===== src/rtl/stage_sequencer_if.sv =====
// ============================================================================
// Module : stage_sequencer_if
// Brief  : Control/handshake bundle between the stage sequencer and the core.
// Rev    : 1.0 - initial release
// ============================================================================
`default_nettype none

interface stage_sequencer_if #(
  parameter int RETIRE_W = 32
) ();
  localparam int c_num_stages = 5;
  localparam int c_stage_w    = $clog2(c_num_stages);

  logic                 run;
  logic                 halt_req;
  logic                 imem_ack;
  logic                 dmem_ack;
  logic                 instr_is_mem;
  logic                 instr_is_halt;
  logic [c_stage_w-1:0] stage;
  logic                 imem_req;
  logic                 dmem_req;
  logic                 issue_reg_en;
  logic                 rf_write_en;
  logic                 pc_update_en;
  logic                 halted;
  logic [RETIRE_W-1:0]  retired_count;

  modport slave (
    input  run, halt_req, imem_ack, dmem_ack, instr_is_mem, instr_is_halt,
    output stage, imem_req, dmem_req, issue_reg_en, rf_write_en,
           pc_update_en, halted, retired_count
  );

  modport master (
    output run, halt_req, imem_ack, dmem_ack, instr_is_mem, instr_is_halt,
    input  stage, imem_req, dmem_req, issue_reg_en, rf_write_en,
           pc_update_en, halted, retired_count
  );
endinterface

`default_nettype wire


===== src/rtl/stage_sequencer.sv =====
// ============================================================================
// Module : stage_sequencer
// Brief  : TinyCPU multi-cycle stage controller with run/halt and retire count.
// Rev    : 1.0 - initial release
// ============================================================================
`default_nettype none

module stage_sequencer #(
  parameter int RETIRE_W = 32
) (
  input  wire logic         clk,
  input  wire logic         rst_n,
  stage_sequencer_if.slave  bus
);

  localparam int c_num_stages = 5;
  localparam int c_stage_w    = $clog2(c_num_stages);

  localparam logic [c_stage_w-1:0] c_stage_fetch     = 3'd0;
  localparam logic [c_stage_w-1:0] c_stage_decode    = 3'd1;
  localparam logic [c_stage_w-1:0] c_stage_execute   = 3'd2;
  localparam logic [c_stage_w-1:0] c_stage_mem       = 3'd3;
  localparam logic [c_stage_w-1:0] c_stage_writeback = 3'd4;

  localparam logic [RETIRE_W-1:0] c_retire_one = {{(RETIRE_W-1){1'b0}}, 1'b1};

  logic [c_stage_w-1:0] r_stage;
  logic                 r_halted;
  logic                 r_pending;
  logic [RETIRE_W-1:0]  r_retired;

  logic [c_stage_w-1:0] w_stage_nxt;
  logic                 w_halted_nxt;
  logic                 w_pending_nxt;
  logic [RETIRE_W-1:0]  w_retired_nxt;

  // State register
  always_ff @(posedge clk or negedge rst_n) begin
    if (!rst_n) begin
      r_stage   <= c_stage_fetch;
      r_halted  <= 1'b1;
      r_pending <= 1'b0;
      r_retired <= '0;
    end else begin
      r_stage   <= w_stage_nxt;
      r_halted  <= w_halted_nxt;
      r_pending <= w_pending_nxt;
      r_retired <= w_retired_nxt;
    end
  end

  // Next-state logic
  always_comb begin
    w_stage_nxt   = r_stage;
    w_halted_nxt  = r_halted;
    w_pending_nxt = r_pending;
    w_retired_nxt = r_retired;

    if (r_halted) begin
      w_stage_nxt = c_stage_fetch;
      if (bus.run && !bus.halt_req) begin
        w_halted_nxt = 1'b0;
      end
    end else begin
      // A halt seen mid-instruction is deferred until that instruction retires
      if (bus.halt_req && (r_stage != c_stage_writeback)) begin
        w_pending_nxt = 1'b1;
      end

      case (r_stage)
        c_stage_fetch: begin
          if (bus.imem_ack) begin
            w_stage_nxt = c_stage_decode;
          end
        end
        c_stage_decode: begin
          w_stage_nxt = c_stage_execute;
        end
        c_stage_execute: begin
          w_stage_nxt = bus.instr_is_mem ? c_stage_mem : c_stage_writeback;
        end
        c_stage_mem: begin
          if (bus.dmem_ack) begin
            w_stage_nxt = c_stage_writeback;
          end
        end
        c_stage_writeback: begin
          w_stage_nxt   = c_stage_fetch;
          w_retired_nxt = r_retired + c_retire_one;
          if (bus.instr_is_halt || bus.halt_req || r_pending) begin
            w_halted_nxt  = 1'b1;
            w_pending_nxt = 1'b0;
          end
        end
        default: begin
          w_stage_nxt = c_stage_fetch;
        end
      endcase
    end
  end

  // Output decode: registered state plus same-cycle acks only
  always_comb begin
    bus.stage         = r_stage;
    bus.halted        = r_halted;
    bus.retired_count = r_retired;
    bus.imem_req      = 1'b0;
    bus.dmem_req      = 1'b0;
    bus.issue_reg_en  = 1'b0;
    bus.rf_write_en   = 1'b0;
    bus.pc_update_en  = 1'b0;

    if (!r_halted) begin
      case (r_stage)
        c_stage_fetch: begin
          bus.imem_req     = 1'b1;
          bus.issue_reg_en = bus.imem_ack;
        end
        c_stage_mem: begin
          bus.dmem_req = 1'b1;
        end
        c_stage_writeback: begin
          bus.rf_write_en  = 1'b1;
          bus.pc_update_en = 1'b1;
        end
        default: begin
          bus.imem_req = 1'b0;
        end
      endcase
    end
  end

endmodule

`default_nettype wire


===== src/flat_wrapper.sv =====
// flat-port wrapper written by rule: the top's interface ports become plain ports
module stage_sequencer_flat 
#(
  parameter int RETIRE_W = 32
)
  (clk, rst_n, bus_run, bus_halt_req, bus_imem_ack, bus_dmem_ack, bus_instr_is_mem, bus_instr_is_halt, bus_stage, bus_imem_req, bus_dmem_req, bus_issue_reg_en, bus_rf_write_en, bus_pc_update_en, bus_halted, bus_retired_count);
  stage_sequencer_if #(.RETIRE_W(RETIRE_W)) bus_i ();
  input  wire logic clk;
  input  wire logic rst_n;
  input wire logic [$bits(bus_i.run)-1:0] bus_run;
  input wire logic [$bits(bus_i.halt_req)-1:0] bus_halt_req;
  input wire logic [$bits(bus_i.imem_ack)-1:0] bus_imem_ack;
  input wire logic [$bits(bus_i.dmem_ack)-1:0] bus_dmem_ack;
  input wire logic [$bits(bus_i.instr_is_mem)-1:0] bus_instr_is_mem;
  input wire logic [$bits(bus_i.instr_is_halt)-1:0] bus_instr_is_halt;
  output wire logic [$bits(bus_i.stage)-1:0] bus_stage;
  output wire logic [$bits(bus_i.imem_req)-1:0] bus_imem_req;
  output wire logic [$bits(bus_i.dmem_req)-1:0] bus_dmem_req;
  output wire logic [$bits(bus_i.issue_reg_en)-1:0] bus_issue_reg_en;
  output wire logic [$bits(bus_i.rf_write_en)-1:0] bus_rf_write_en;
  output wire logic [$bits(bus_i.pc_update_en)-1:0] bus_pc_update_en;
  output wire logic [$bits(bus_i.halted)-1:0] bus_halted;
  output wire logic [$bits(bus_i.retired_count)-1:0] bus_retired_count;
  assign bus_i.run = bus_run;
  assign bus_i.halt_req = bus_halt_req;
  assign bus_i.imem_ack = bus_imem_ack;
  assign bus_i.dmem_ack = bus_dmem_ack;
  assign bus_i.instr_is_mem = bus_instr_is_mem;
  assign bus_i.instr_is_halt = bus_instr_is_halt;
  assign bus_stage = bus_i.stage;
  assign bus_imem_req = bus_i.imem_req;
  assign bus_dmem_req = bus_i.dmem_req;
  assign bus_issue_reg_en = bus_i.issue_reg_en;
  assign bus_rf_write_en = bus_i.rf_write_en;
  assign bus_pc_update_en = bus_i.pc_update_en;
  assign bus_halted = bus_i.halted;
  assign bus_retired_count = bus_i.retired_count;
  stage_sequencer #(.RETIRE_W(RETIRE_W)) u_core (.clk(clk), .rst_n(rst_n), .bus(bus_i));
endmodule

===== config.mk =====
export PLATFORM = sky130hd
export DESIGN_NAME = stage_sequencer_flat
export DESIGN_NICKNAME = d
export VERILOG_FILES = /design/src/rtl/stage_sequencer_if.sv /design/src/rtl/stage_sequencer.sv /design/src/flat_wrapper.sv
export SDC_FILE = /design/constraint.sdc
export NUM_CORES = 1
export LEC_CHECK = 0
export ABC_AREA = 1
export CAP_MARGIN = 30
export CORE_ASPECT_RATIO = 1.2
export CORE_MARGIN = 2
export CORE_UTILIZATION = 50
export DETAILED_ROUTE_END_ITERATION = 10
export PLACE_DENSITY_LB_ADDON = 0.12
export SLEW_MARGIN = 20
export SYNTH_ARGS = -nofsm -noshare
export SYNTH_HDL_FRONTEND = slang
export SYNTH_SLANG_ARGS = --single-unit

===== constraint.sdc =====
create_clock -name clk -period 1.92 [get_ports clk]
set_clock_uncertainty 0.05 [all_clocks]
set_input_delay 0.384 -clock clk [delete_from_list [all_inputs] [get_ports clk]]
set_output_delay 0.384 -clock clk [all_outputs]
set_load 0.01 [all_outputs]

==> impl_results.md <==
* Filler cell count at 373
* Hold crit path type: input port to async pin
* Mapped Cells at 271
* Core area at 4230 um^2
* Int Pwr at 1.44 mW
* Hold Violations, Final at 0
* CP top delay family: flip-flops
* Synthesized area at 2180 um^2
* Layout cells sized above 1 at 16.5%
* Vias in the first global route at 1799
* Critical Path Slowest Stage Cell: dfstp_2
* Seq cells post-synth at 37
* RSZ-0062 raised after global routing: false
* Crit path buffers/inverters at 1
* Total power at 2.18 mW
* H-tree depth at 2
* P&R area growth vs syn at 29.3%
* Routed WL at 4.91 mm
* Crit Path Class: register to output port
* Final instance area at 2820 um^2
* First DRT Iteration DRCs at 103
* Die W at 64.3 um
* Clk root buf: clkbuf_8
* Req. time, crit path at 1490 ps
* Reg area at 927 um^2
* Deepest clock path buffer count at 2
* Sw Share at 33.9%
* Synthesized area per cell at 8.06 um^2
* Post-layout util at 66.7%
* Initial antenna violation count at 0
* Initial Utilization at 51.6%
* Commonest non-fill, non-tap cell in the layout: nand2_1
* Status: finished clean
* GR Overflow Total at 0
* I/O pin total at 49
* Normalized max-slew margin at 68.8%
* Row cnt at 26
* Multi-input gate area at 1120 um^2
* Post-CTS Setup Bufs at 0
* Post-DP Area at 2730 um^2
* Die area at 4910 um^2
* Clock sink total at 37
* DRT antenna net count at 0
* DR vias at 1932
* DP Cell Count at 376
* Port Buffer Count at 48
* Leak pwr at 1.28 nW
* DR WL/cell at 12.8 um
* Worst hold slack at 84.3 ps
* Clk pwr share at 25.8%
* Ant diodes at 0
* Clock tree from TritonCTS: done
* Overall Global Routing Usage at 21.7%
* Syn. warnings at 0
* Register area share after synthesis at 42.5%
* Worst path cell trace: clkdlybuf4s50_1
* Num CTS Buffers at 5
* Max_cap viols at 0
* Max Freq at 541 MHz
* Pin count of the biggest net entering global routing at 38
* Final Max Slew Viols at 0
* Cts-stage hold buffer count at 0
* Worst vdd ir at 0.777 mV
* Crit path arrival time at 1420 ps
* R2R Setup Slk at 320 ps
* Combinational share of power at 30.8%
* Worst-Skew Late Latency at 290 ps
* P_sw at 0.740 mW
* Crit. End Element: output port
* Cell variety after synth at 28
* Power share of the sequential group at 43.5%
* Final Wtd Congestion at 0.833
* Crit-path max cell delay at 580 ps
* Worst-path clk slew at 70 ps
* DP Wirelength at 3.73 mm
* First-pass GRT wire length at 8.26 mm
* Most frequent cells in the layout: 74 x nand2_1, 42 x clkdlybuf4s50_1, 36 x dfrtp_1, 29 x inv_1, 28 x nor2_1
* Worst Path Max Fanout at 5
* Tcrit/Tclk final at 96.3%
* Power per cell area at 773 nW/um^2
* Die height at 76.4 um
* Fin nets at 336
* Drt via density at 5.04
* Slew @ Worst Pin at 468 ps
* Syn_nets at 280
* Drt pass-1 iters at 4
* Minimum clock period at 1850 ps
* Non-filler cells, final at 383
* Setup crit start kind: register
* Final setup viols at 0
* # DRC at 0
==> cell usage after synthesis <==
| library cell | number | area [um^2] |
|---|---|---|
| a21oi_1 | 1 | 5.00 |
| a31oi_1 | 1 | 6.26 |
| buf_4 | 1 | 7.51 |
| buf_6 | 1 | 11.3 |
| dfrtp_1 | 36 | 901 |
| dfstp_2 | 1 | 26.3 |
| ha_1 | 1 | 12.5 |
| inv_1 | 29 | 109 |
| inv_2 | 4 | 15.0 |
| nand2_1 | 75 | 282 |
| nand2_2 | 15 | 93.8 |
| nand3_1 | 10 | 50.1 |
| nand3_2 | 1 | 10.0 |
| nand3_4 | 1 | 17.5 |
| nand3b_1 | 4 | 30.0 |
| nand4_1 | 10 | 62.6 |
| nand4_2 | 1 | 12.5 |
| nor2_1 | 29 | 109 |
| nor2_2 | 5 | 31.3 |
| nor2_4 | 10 | 113 |
| nor2_8 | 1 | 20.0 |
| nor3_1 | 7 | 35.0 |
| o21ai_0 | 5 | 25.0 |
| o21ai_1 | 2 | 10.0 |
| o31ai_1 | 1 | 7.51 |
| xnor2_1 | 10 | 87.6 |
| xnor2_2 | 2 | 32.5 |
| xor2_1 | 7 | 61.3 |
==> final cells by class <==
type	count	area share, %
Inverter	33	4.39
Tap cell	56	2.48
Clock buffer	7	3.06
Multi-Input combinational cell	199	39.8
Sequential cell	37	32.8
Timing Repair Buffer	51	17.4
==> what timing repair did <==
item,4_1_cts,5_1_grt
setup endpoints to repair,5,3
endpoints found under the hold margin,0,0
resized for setup,6,2
==> through the flow <==
| stage | setup TNS (ps) | worst slack [ps] |
|---|---|---|
| 5_1_grt | 0 | 30.9 |
| 3_5_place_dp | -119 | -119 |
| 3_3_place_gp | -117 | -117 |
| 2_1_floorplan | 0 | 477 |
| 6_report | 0 | 70.1 |
| 4_1_cts | 0 | 37.2 |
==> power by group through the flow <==
stage / clock (mW) / combinational [mW] / sequential [mW]
2_1_floorplan: 0 / 0.360 / 0.987
3_3_place_gp: 0 / 0.680 / 0.963
3_5_place_dp: 0 / 0.686 / 0.963
4_1_cts: 0.576 / 0.670 / 0.949
5_1_grt: 0.611 / 0.742 / 0.963
6_report: 0.562 / 0.671 / 0.948
==> path summary, 6_finish.rpt <==
path                                                       from                                  endpoint  cells after the start
worst max-delay path                u_core.bus.halted$_DFF_PN1_                                bus_halted                      1
worst min register to register     u_core.r_pending$_DFFE_PN0N_              u_core.r_pending$_DFFE_PN0N_                      2
min in group clk                   u_core.r_pending$_DFFE_PN0N_              u_core.r_pending$_DFFE_PN0N_                      2
worst min-delay path                                      rst_n  u_core.bus.retired_count[20]$_DFFE_PN0P_                      2
worst max register to register  u_core.bus.stage[0]$_DFFE_PN0P_  u_core.bus.retired_count[24]$_DFFE_PN0P_                      9
max in group asynchronous                                 rst_n               u_core.bus.halted$_DFF_PN1_                      2
==> registers in the layout, indices dropped and copies added, names as in the netlist <==
| register | flops |
|---|---|
| u_core.bus.halted | 1 |
| u_core.bus.retired_count | 32 |
| u_core.bus.stage | 3 |
| u_core.r_pending | 1 |
==> layer usage <==
metal	vias up	wire length, um	global-route usage, %
li1	959	-	-
met1	915	2090	26.5
met4	0	64	7.87
met2	52	2500	37.0
met3	6	258	5.02
met5	-	0	0
==> cell families after synthesis <==
kind of cell / count (synthesis) / share of synthesized area (%)
xor gates and xnor gates: 19 / 8.31
and+or+nand+nor: 169 / 39.7
buffers and inverters: 35 / 6.53
adders and majority gates: 1 / 0.573
AOI/OAI and AO/OA: 10 / 2.46
DFF: 37 / 42.5
No activity file was read; power rests on OpenSTA's default activity.
